## src/rtl/trap_ctrl_pkg.sv

```systemverilog
// -----------------------------------------------------------------------------
// trap_ctrl_pkg
// Shared definitions for the machine-mode trap controller:
//   - FSM state encoding used by trap_ctrl
//   - mcause exception / interrupt codes
//   - position of the interrupt flag inside mcause
// Optional feature macro (used by the importing modules):
//   TRAP_CTRL_TIMER_IRQ_EN - enables the machine timer interrupt path.
// -----------------------------------------------------------------------------
package trap_ctrl_pkg;

    typedef enum logic [1:0] {
        ST_IDLE  = 2'd0,
        ST_ENTER = 2'd1,
        ST_RET   = 2'd2,
        ST_REDIR = 2'd3
    } trap_state_e;

    localparam int unsigned CAUSE_ECALL_M      = 11;
    localparam int unsigned CAUSE_BREAKPOINT   = 3;
    localparam int unsigned CAUSE_M_TIMER_IRQ  = 7;

    // The interrupt flag of mcause is always its most significant bit.
    function automatic int unsigned irq_bit_pos(input int unsigned xlen);
        return xlen - 1;
    endfunction

endpackage : trap_ctrl_pkg

```

## src/rtl/trap_ctrl_cause_enc.sv

```systemverilog
// -----------------------------------------------------------------------------
// trap_cause_enc
// Combinational priority encoder for the retiring instruction's trap class.
// Priority: timer interrupt > ecall > ebreak > mret.
// Ports:
//   clint_mtip, csr_mie_mtie, csr_mstatus_mie : timer interrupt qualifiers
//   inst_ecall, inst_ebreak, inst_mret        : decoded instruction class
//   take    : a trap (interrupt or exception) must be entered
//   cause   : mcause value for the trap, valid with take
//   is_ret  : mret with no higher-priority event
// Optional feature macro:
//   TRAP_CTRL_TIMER_IRQ_EN - when undefined the interrupt qualifiers are
//   ignored and no interrupt is ever taken.
// -----------------------------------------------------------------------------
module trap_cause_enc
    import trap_ctrl_pkg::*;
#(
    parameter int XLEN = 64
) (
    input  logic            clint_mtip,
    input  logic            csr_mie_mtie,
    input  logic            csr_mstatus_mie,
    input  logic            inst_ecall,
    input  logic            inst_ebreak,
    input  logic            inst_mret,
    output logic            take,
    output logic [XLEN-1:0] cause,
    output logic            is_ret
);

    localparam int unsigned     IRQ_BIT  = irq_bit_pos(XLEN);
    localparam logic [XLEN-1:0] IRQ_FLAG = XLEN'(1) << IRQ_BIT;

    logic irq_take;

`ifdef TRAP_CTRL_TIMER_IRQ_EN
    assign irq_take = clint_mtip & csr_mie_mtie & csr_mstatus_mie;
`else
    // Interrupt path compiled out; the qualifier ports stay for a stable interface.
    logic unused_irq_inputs;
    assign unused_irq_inputs = clint_mtip ^ csr_mie_mtie ^ csr_mstatus_mie;
    assign irq_take          = 1'b0;
`endif

    always_comb begin
        take   = 1'b0;
        is_ret = 1'b0;
        cause  = '0;
        if (irq_take) begin
            take  = 1'b1;
            cause = IRQ_FLAG | XLEN'(CAUSE_M_TIMER_IRQ);
        end else if (inst_ecall) begin
            take  = 1'b1;
            cause = XLEN'(CAUSE_ECALL_M);
        end else if (inst_ebreak) begin
            take  = 1'b1;
            cause = XLEN'(CAUSE_BREAKPOINT);
        end else if (inst_mret) begin
            is_ret = 1'b1;
        end
    end

endmodule : trap_cause_enc

```

## src/rtl/trap_ctrl.sv

```systemverilog
// -----------------------------------------------------------------------------
// trap_ctrl
// Machine-mode trap entry / mret sequencer. Watches retiring instructions,
// strobes the CSR unit for trap entry or mret, then issues a valid/ready
// redirect to fetch. The pipeline is stalled (busy) while a sequence runs.
// Ports:
//   clk, rst (sync, active-low)
//   inst_valid, inst_addr, inst_ecall, inst_ebreak, inst_mret : retiring insn
//   clint_mtip, csr_mstatus_mie, csr_mie_mtie                 : timer irq
//   csr_mtvec, csr_mepc                                       : redirect targets
//   trap_en, trap_cause, trap_epc                             : trap entry strobe
//   ret_en                                                    : mret strobe
//   redirect_valid, redirect_pc, redirect_ready               : fetch redirect
//   busy                                                      : stall request
// Optional feature macro:
//   TRAP_CTRL_TIMER_IRQ_EN - enables the timer interrupt path (see trap_cause_enc).
// -----------------------------------------------------------------------------
module trap_ctrl
    import trap_ctrl_pkg::*;
#(
    parameter int XLEN = 64
) (
    input  logic            clk,
    input  logic            rst,
    input  logic            inst_valid,
    input  logic [XLEN-1:0] inst_addr,
    input  logic            inst_ecall,
    input  logic            inst_ebreak,
    input  logic            inst_mret,
    input  logic            clint_mtip,
    input  logic            csr_mstatus_mie,
    input  logic            csr_mie_mtie,
    input  logic [XLEN-1:0] csr_mtvec,
    input  logic [XLEN-1:0] csr_mepc,
    output logic            trap_en,
    output logic            ret_en,
    output logic [XLEN-1:0] trap_cause,
    output logic [XLEN-1:0] trap_epc,
    output logic            redirect_valid,
    output logic [XLEN-1:0] redirect_pc,
    input  logic            redirect_ready,
    output logic            busy
);

    logic            enc_take;
    logic            enc_is_ret;
    logic [XLEN-1:0] enc_cause;

    trap_cause_enc #(
        .XLEN (XLEN)
    ) u_cause_enc (
        .clint_mtip      (clint_mtip),
        .csr_mie_mtie    (csr_mie_mtie),
        .csr_mstatus_mie (csr_mstatus_mie),
        .inst_ecall      (inst_ecall),
        .inst_ebreak     (inst_ebreak),
        .inst_mret       (inst_mret),
        .take            (enc_take),
        .cause           (enc_cause),
        .is_ret          (enc_is_ret)
    );

    trap_state_e     state_q, state_d;
    logic            trap_en_q, trap_en_d;
    logic            ret_en_q, ret_en_d;
    logic [XLEN-1:0] trap_cause_q, trap_cause_d;
    logic [XLEN-1:0] trap_epc_q, trap_epc_d;
    logic            redirect_valid_q, redirect_valid_d;
    logic [XLEN-1:0] redirect_pc_q, redirect_pc_d;
    logic            busy_q, busy_d;

    // All outputs are registered: the next-state decision also sets up the
    // outputs of the state being entered, so strobes land exactly in that state.
    always_comb begin
        state_d          = state_q;
        trap_en_d        = 1'b0;
        ret_en_d         = 1'b0;
        trap_cause_d     = '0;
        trap_epc_d       = '0;
        redirect_valid_d = redirect_valid_q;
        redirect_pc_d    = redirect_pc_q;

        case (state_q)
            ST_IDLE: begin
                // Events (including interrupts) are only sampled with a retiring insn.
                if (inst_valid) begin
                    if (enc_take) begin
                        state_d      = ST_ENTER;
                        trap_en_d    = 1'b1;
                        trap_cause_d = enc_cause;
                        trap_epc_d   = inst_addr;
                    end else if (enc_is_ret) begin
                        state_d  = ST_RET;
                        ret_en_d = 1'b1;
                    end
                end
            end
            ST_ENTER: begin
                state_d          = ST_REDIR;
                redirect_valid_d = 1'b1;
                redirect_pc_d    = csr_mtvec;
            end
            ST_RET: begin
                state_d          = ST_REDIR;
                redirect_valid_d = 1'b1;
                redirect_pc_d    = csr_mepc;
            end
            ST_REDIR: begin
                // Hold valid and pc until fetch accepts the redirect.
                if (redirect_ready) begin
                    state_d          = ST_IDLE;
                    redirect_valid_d = 1'b0;
                    redirect_pc_d    = '0;
                end
            end
            default: begin
                state_d          = ST_IDLE;
                redirect_valid_d = 1'b0;
                redirect_pc_d    = '0;
            end
        endcase

        busy_d = (state_d != ST_IDLE);
    end

    always_ff @(posedge clk) begin
        if (!rst) begin
            state_q          <= ST_IDLE;
            trap_en_q        <= 1'b0;
            ret_en_q         <= 1'b0;
            trap_cause_q     <= '0;
            trap_epc_q       <= '0;
            redirect_valid_q <= 1'b0;
            redirect_pc_q    <= '0;
            busy_q           <= 1'b0;
        end else begin
            state_q          <= state_d;
            trap_en_q        <= trap_en_d;
            ret_en_q         <= ret_en_d;
            trap_cause_q     <= trap_cause_d;
            trap_epc_q       <= trap_epc_d;
            redirect_valid_q <= redirect_valid_d;
            redirect_pc_q    <= redirect_pc_d;
            busy_q           <= busy_d;
        end
    end

    assign trap_en        = trap_en_q;
    assign ret_en         = ret_en_q;
    assign trap_cause     = trap_cause_q;
    assign trap_epc       = trap_epc_q;
    assign redirect_valid = redirect_valid_q;
    assign redirect_pc    = redirect_pc_q;
    assign busy           = busy_q;

endmodule : trap_ctrl

```

## config.mk

```make
export PLATFORM = sky130hd
export DESIGN_NAME = trap_ctrl
export DESIGN_NICKNAME = d
export VERILOG_FILES = /design/src/rtl/trap_ctrl_pkg.sv /design/src/rtl/trap_ctrl_cause_enc.sv /design/src/rtl/trap_ctrl.sv
export SDC_FILE = /design/constraint.sdc
export NUM_CORES = 1
export LEC_CHECK = 0
export ABC_AREA = 1
export BUFFER_PORTS_ARGS = -buffer_cell sky130_fd_sc_hd__buf_4
export CAP_MARGIN = 20
export CORE_AREA = 4 4 152 154
export CTS_CLUSTER_DIAMETER = 60
export DETAILED_ROUTE_END_ITERATION = 16
export DIE_AREA = 0 0 156 158
export GPL_ROUTABILITY_DRIVEN = 1
export HOLD_SLACK_MARGIN = 0.06
export PLACE_DENSITY_LB_ADDON = 0.2
export REMOVE_ABC_BUFFERS = 1
export SYNTH_ARGS = -nofsm -noshare
export SYNTH_HDL_FRONTEND = slang
export SYNTH_SLANG_ARGS = --single-unit
```

## constraint.sdc

```tcl
create_clock -name clk -period 2.9 [get_ports clk]
set_clock_uncertainty 0.2 [all_clocks]
set_input_delay 0.145 -clock clk [delete_from_list [all_inputs] [get_ports clk]]
set_output_delay 0.145 -clock clk [all_outputs]
set_load 0.01 [all_outputs]
```

==> results.yml <==
clock_network:
  cts_root_buffer: "clkbuf_16"
  tritoncts: "done"
  clkTransAtPathRegs_ns: 0.07
  clock_path_buffers: 2
  insertion_delay_ns: 0.40
  numCtsBuffers: 17
  cts-resized-gates: 0
  htree_levels: 4
  cts_sink_count: 136
run_status:
  outcome: "finished, final reports clean"
min_path:
  worst_hold_path_type: "in2reg"
  min_from: "inst_addr[20]"
sta:
  report.final.hold_viol_count: 0
  final_critical_path_required_period_ns: 2.67
  slew_violations: 0
  timing.max_slew.rel_slack: 0.495
  finalHoldWorstSlack_ns: 0.288
  layout_setup_ws_ns: 0.232
  layout_worst_path_cycle_share: 0.920
  final-setup-viol-count: 0
  worstMarginPinSlew_ns: 0.758
  maxClockFrequency_ghz: 0.375
  rsz0062_at_grt: "false"
  final.setup.tns_ns: 0
drt:
  number_of_optimization_iterations_in_the_first_detailed_route_pass: 4
  final_antenna_net_count: 0
  detailroute.via_count: 6678
  number_of_violations_reported_at_the_end_of_detailed_routing_iteration_0: 372
  drt-wirelength-per-cell_um: 13.0
  drt-total-wl_um: 21800
  route.detailed.drc: 0
  routed_via_density: 4.00
layout:
  post_route_cells_drive_above_1_share: 0.287
  final-seq-area_um2: 2720
  final_std_cells_w_o_fill: 1671
  layout.core_utilization: 0.510
  multi_input_area_um2: 2220
  num-fill-cells: 2060
  syn2layout_area_growth_pct: 85.0
  diodes: 0
  nets: 1585
  final_area_um2: 11100
  most_common_library_cell_in_the_layout_ignoring_fill_and_taps: "buf_4"
  final_cell_mix: "buf_4 (339), nor2_1 (240), dlygate4sd3_1 (204), nand2_1 (138)"
setup_path:
  library_cell_appearing_most_often_on_the_critical_path: "nor2_1"
  critPathLaunch: "state_q[1]"
  worstSetupPathType: "reg2reg"
  worst-path-buf-inv: 2
  worstPathRequired_ns: 2.99
  crit_path_cell_trace: "ha_1, or2_2, buf_12, nor2_1, nor2_1, dlygate4sd3_1, nor2_1"
  cpLargestDelayFamily: "buffers and inverters"
  critical_path_arrival_ns: 2.76
  r2r_start: "state_q[1]"
  critPathMaxStageDelay_ns: 0.58
  cp_slowest_cell: "or2_2"
  startpoint_type: "flip-flop"
  crit_fanout: 31
  worst_setup_path_end_kind: "flip-flop"
die:
  num_rows: 54
  floorplan.die_area_um2: 24600
  die_h_um: 158
  design.core.area_um2: 21700
  floorplan.initialDensity: 0.276
  dieWidth_um: 156
  num_io_pins: 398
global_route:
  grt_overflow_total: 0
  grt_pass1_vias: 6723
  initial_antenna_violation_count: 0
  grt_pass1_wl_um: 33700
  maximum_number_of_pins_on_one_net_before_global_route_repair: 65
  total_grt_usage: 0.170
run:
  max_cap_violations: 0
yosys:
  syn_avg_cell_area_um2: 6.99
  synth_cell_types: 19
  synthCells: 856
  synth_seq_area_share: 0.455
  cell_area_after_technology_mapping_um2: 5980
  yosysWarningCount: 0
  ys_seq_elements: 136
placement:
  dpl_worst_slack_ns: 0.729
  dpl-instance-area_um2: 8440
  dp.final_hpwl_um: 14300
  place.detailed.instances: 1436
  buffer_ports.inserted: 333
  place_congestion: 0.810
power_and_ir_drop:
  power_mw: 9.22
  power.density_cell_area_nw_per_um2: 833
  p_leak_nw: 5.96
  vdd.ir_drop.worst_v: 0.000390
-- layout make-up --
class | instances | share of cell area
multi-input cells | 540 | 0.201
flip-flops and latches | 136 | 0.246
inverters | 137 | 0.0465
clock buffers | 17 | 0.0384
clock inverters | 14 | 0.0149
repair buffers | 547 | 0.422
well taps | 280 | 0.0316
-- report_power, final --
part	internal (mW)	leakage (nW)	switching (mW)	total (mW)
sequential	2.44	1.12	0.261	2.70
combinational	2.14	4.56	2.16	4.31
clock	1.29	0.278	0.922	2.21
-- registers in the layout, indices dropped and copies added (netlist names) --
signal,cells
ret_en,1
busy,1
state_q,2
redirect_valid,1
redirect_pc,64
trap_epc,64
trap_en,1
trap_cause,2
-- per-layer routing --
metal / GRT usage / up-vias / share of wire
met2: 0.300 / 278 / 0.48
met4: 0.0467 / 0 / 0.014
met3: 0.0645 / 19 / 0.10
li1: - / 3415 / -
met5: 0 / - / 0
met1: 0.193 / 2966 / 0.40
-- what timing repair did --
| action | in CTS | in global routing |
|---|---|---|
| hold buffers | 204 | 0 |
| endpoints found under the hold margin | 136 | 0 |
| buffers inserted | 0 | 0 |
-- path summary, 6_finish.rpt --
path,to,slack (ns),cells past startpoint
worst max-delay path,redirect_pc[15],0.23,7
worst min register to register,redirect_pc[32],0.31,2
worst max register to register,redirect_pc[15],0.23,7
worst min-delay path,trap_epc[20],0.29,4
-- worst min-delay path: stages --
cell and delay, ns:
dlygate4sd3_1 0.52, buf_4 0.10, inv_1 0.03, nor2_1 0.07
-- synthesized netlist by cell type --
cell | n | area (um2)
a21oi_1 | 2 | 10.0
buf_1 | 1 | 3.75
buf_2 | 7 | 35.0
buf_4 | 71 | 533
buf_6 | 13 | 146
clkbuf_1 | 10 | 37.5
clkbuf_2 | 1 | 5.00
conb_1 | 1 | 3.75
dfxtp_1 | 136 | 2720
ha_1 | 4 | 50.1
inv_1 | 136 | 510
inv_2 | 1 | 3.75
nand2_1 | 138 | 518
nand3_1 | 7 | 35.0
nor2_1 | 240 | 901
nor2_2 | 21 | 131
o21ai_0 | 63 | 315
o21ai_1 | 3 | 15.0
or2_1 | 1 | 6.26
-- kinds of logic (layout without fill, tap and decap cells) --
| family | count (synthesis) | in the layout | share of synthesized area |
|---|---|---|---|
| simple gates | 407 | 407 | 0.266 |
| other cells | 1 | 61 | 0.000627 |
| compound gates | 68 | 68 | 0.0569 |
| buf+inv | 240 | 715 | 0.213 |
| fa+ha+maj | 4 | 4 | 0.00837 |
| flops | 136 | 136 | 0.455 |
(Power assumes the default switching activity.)
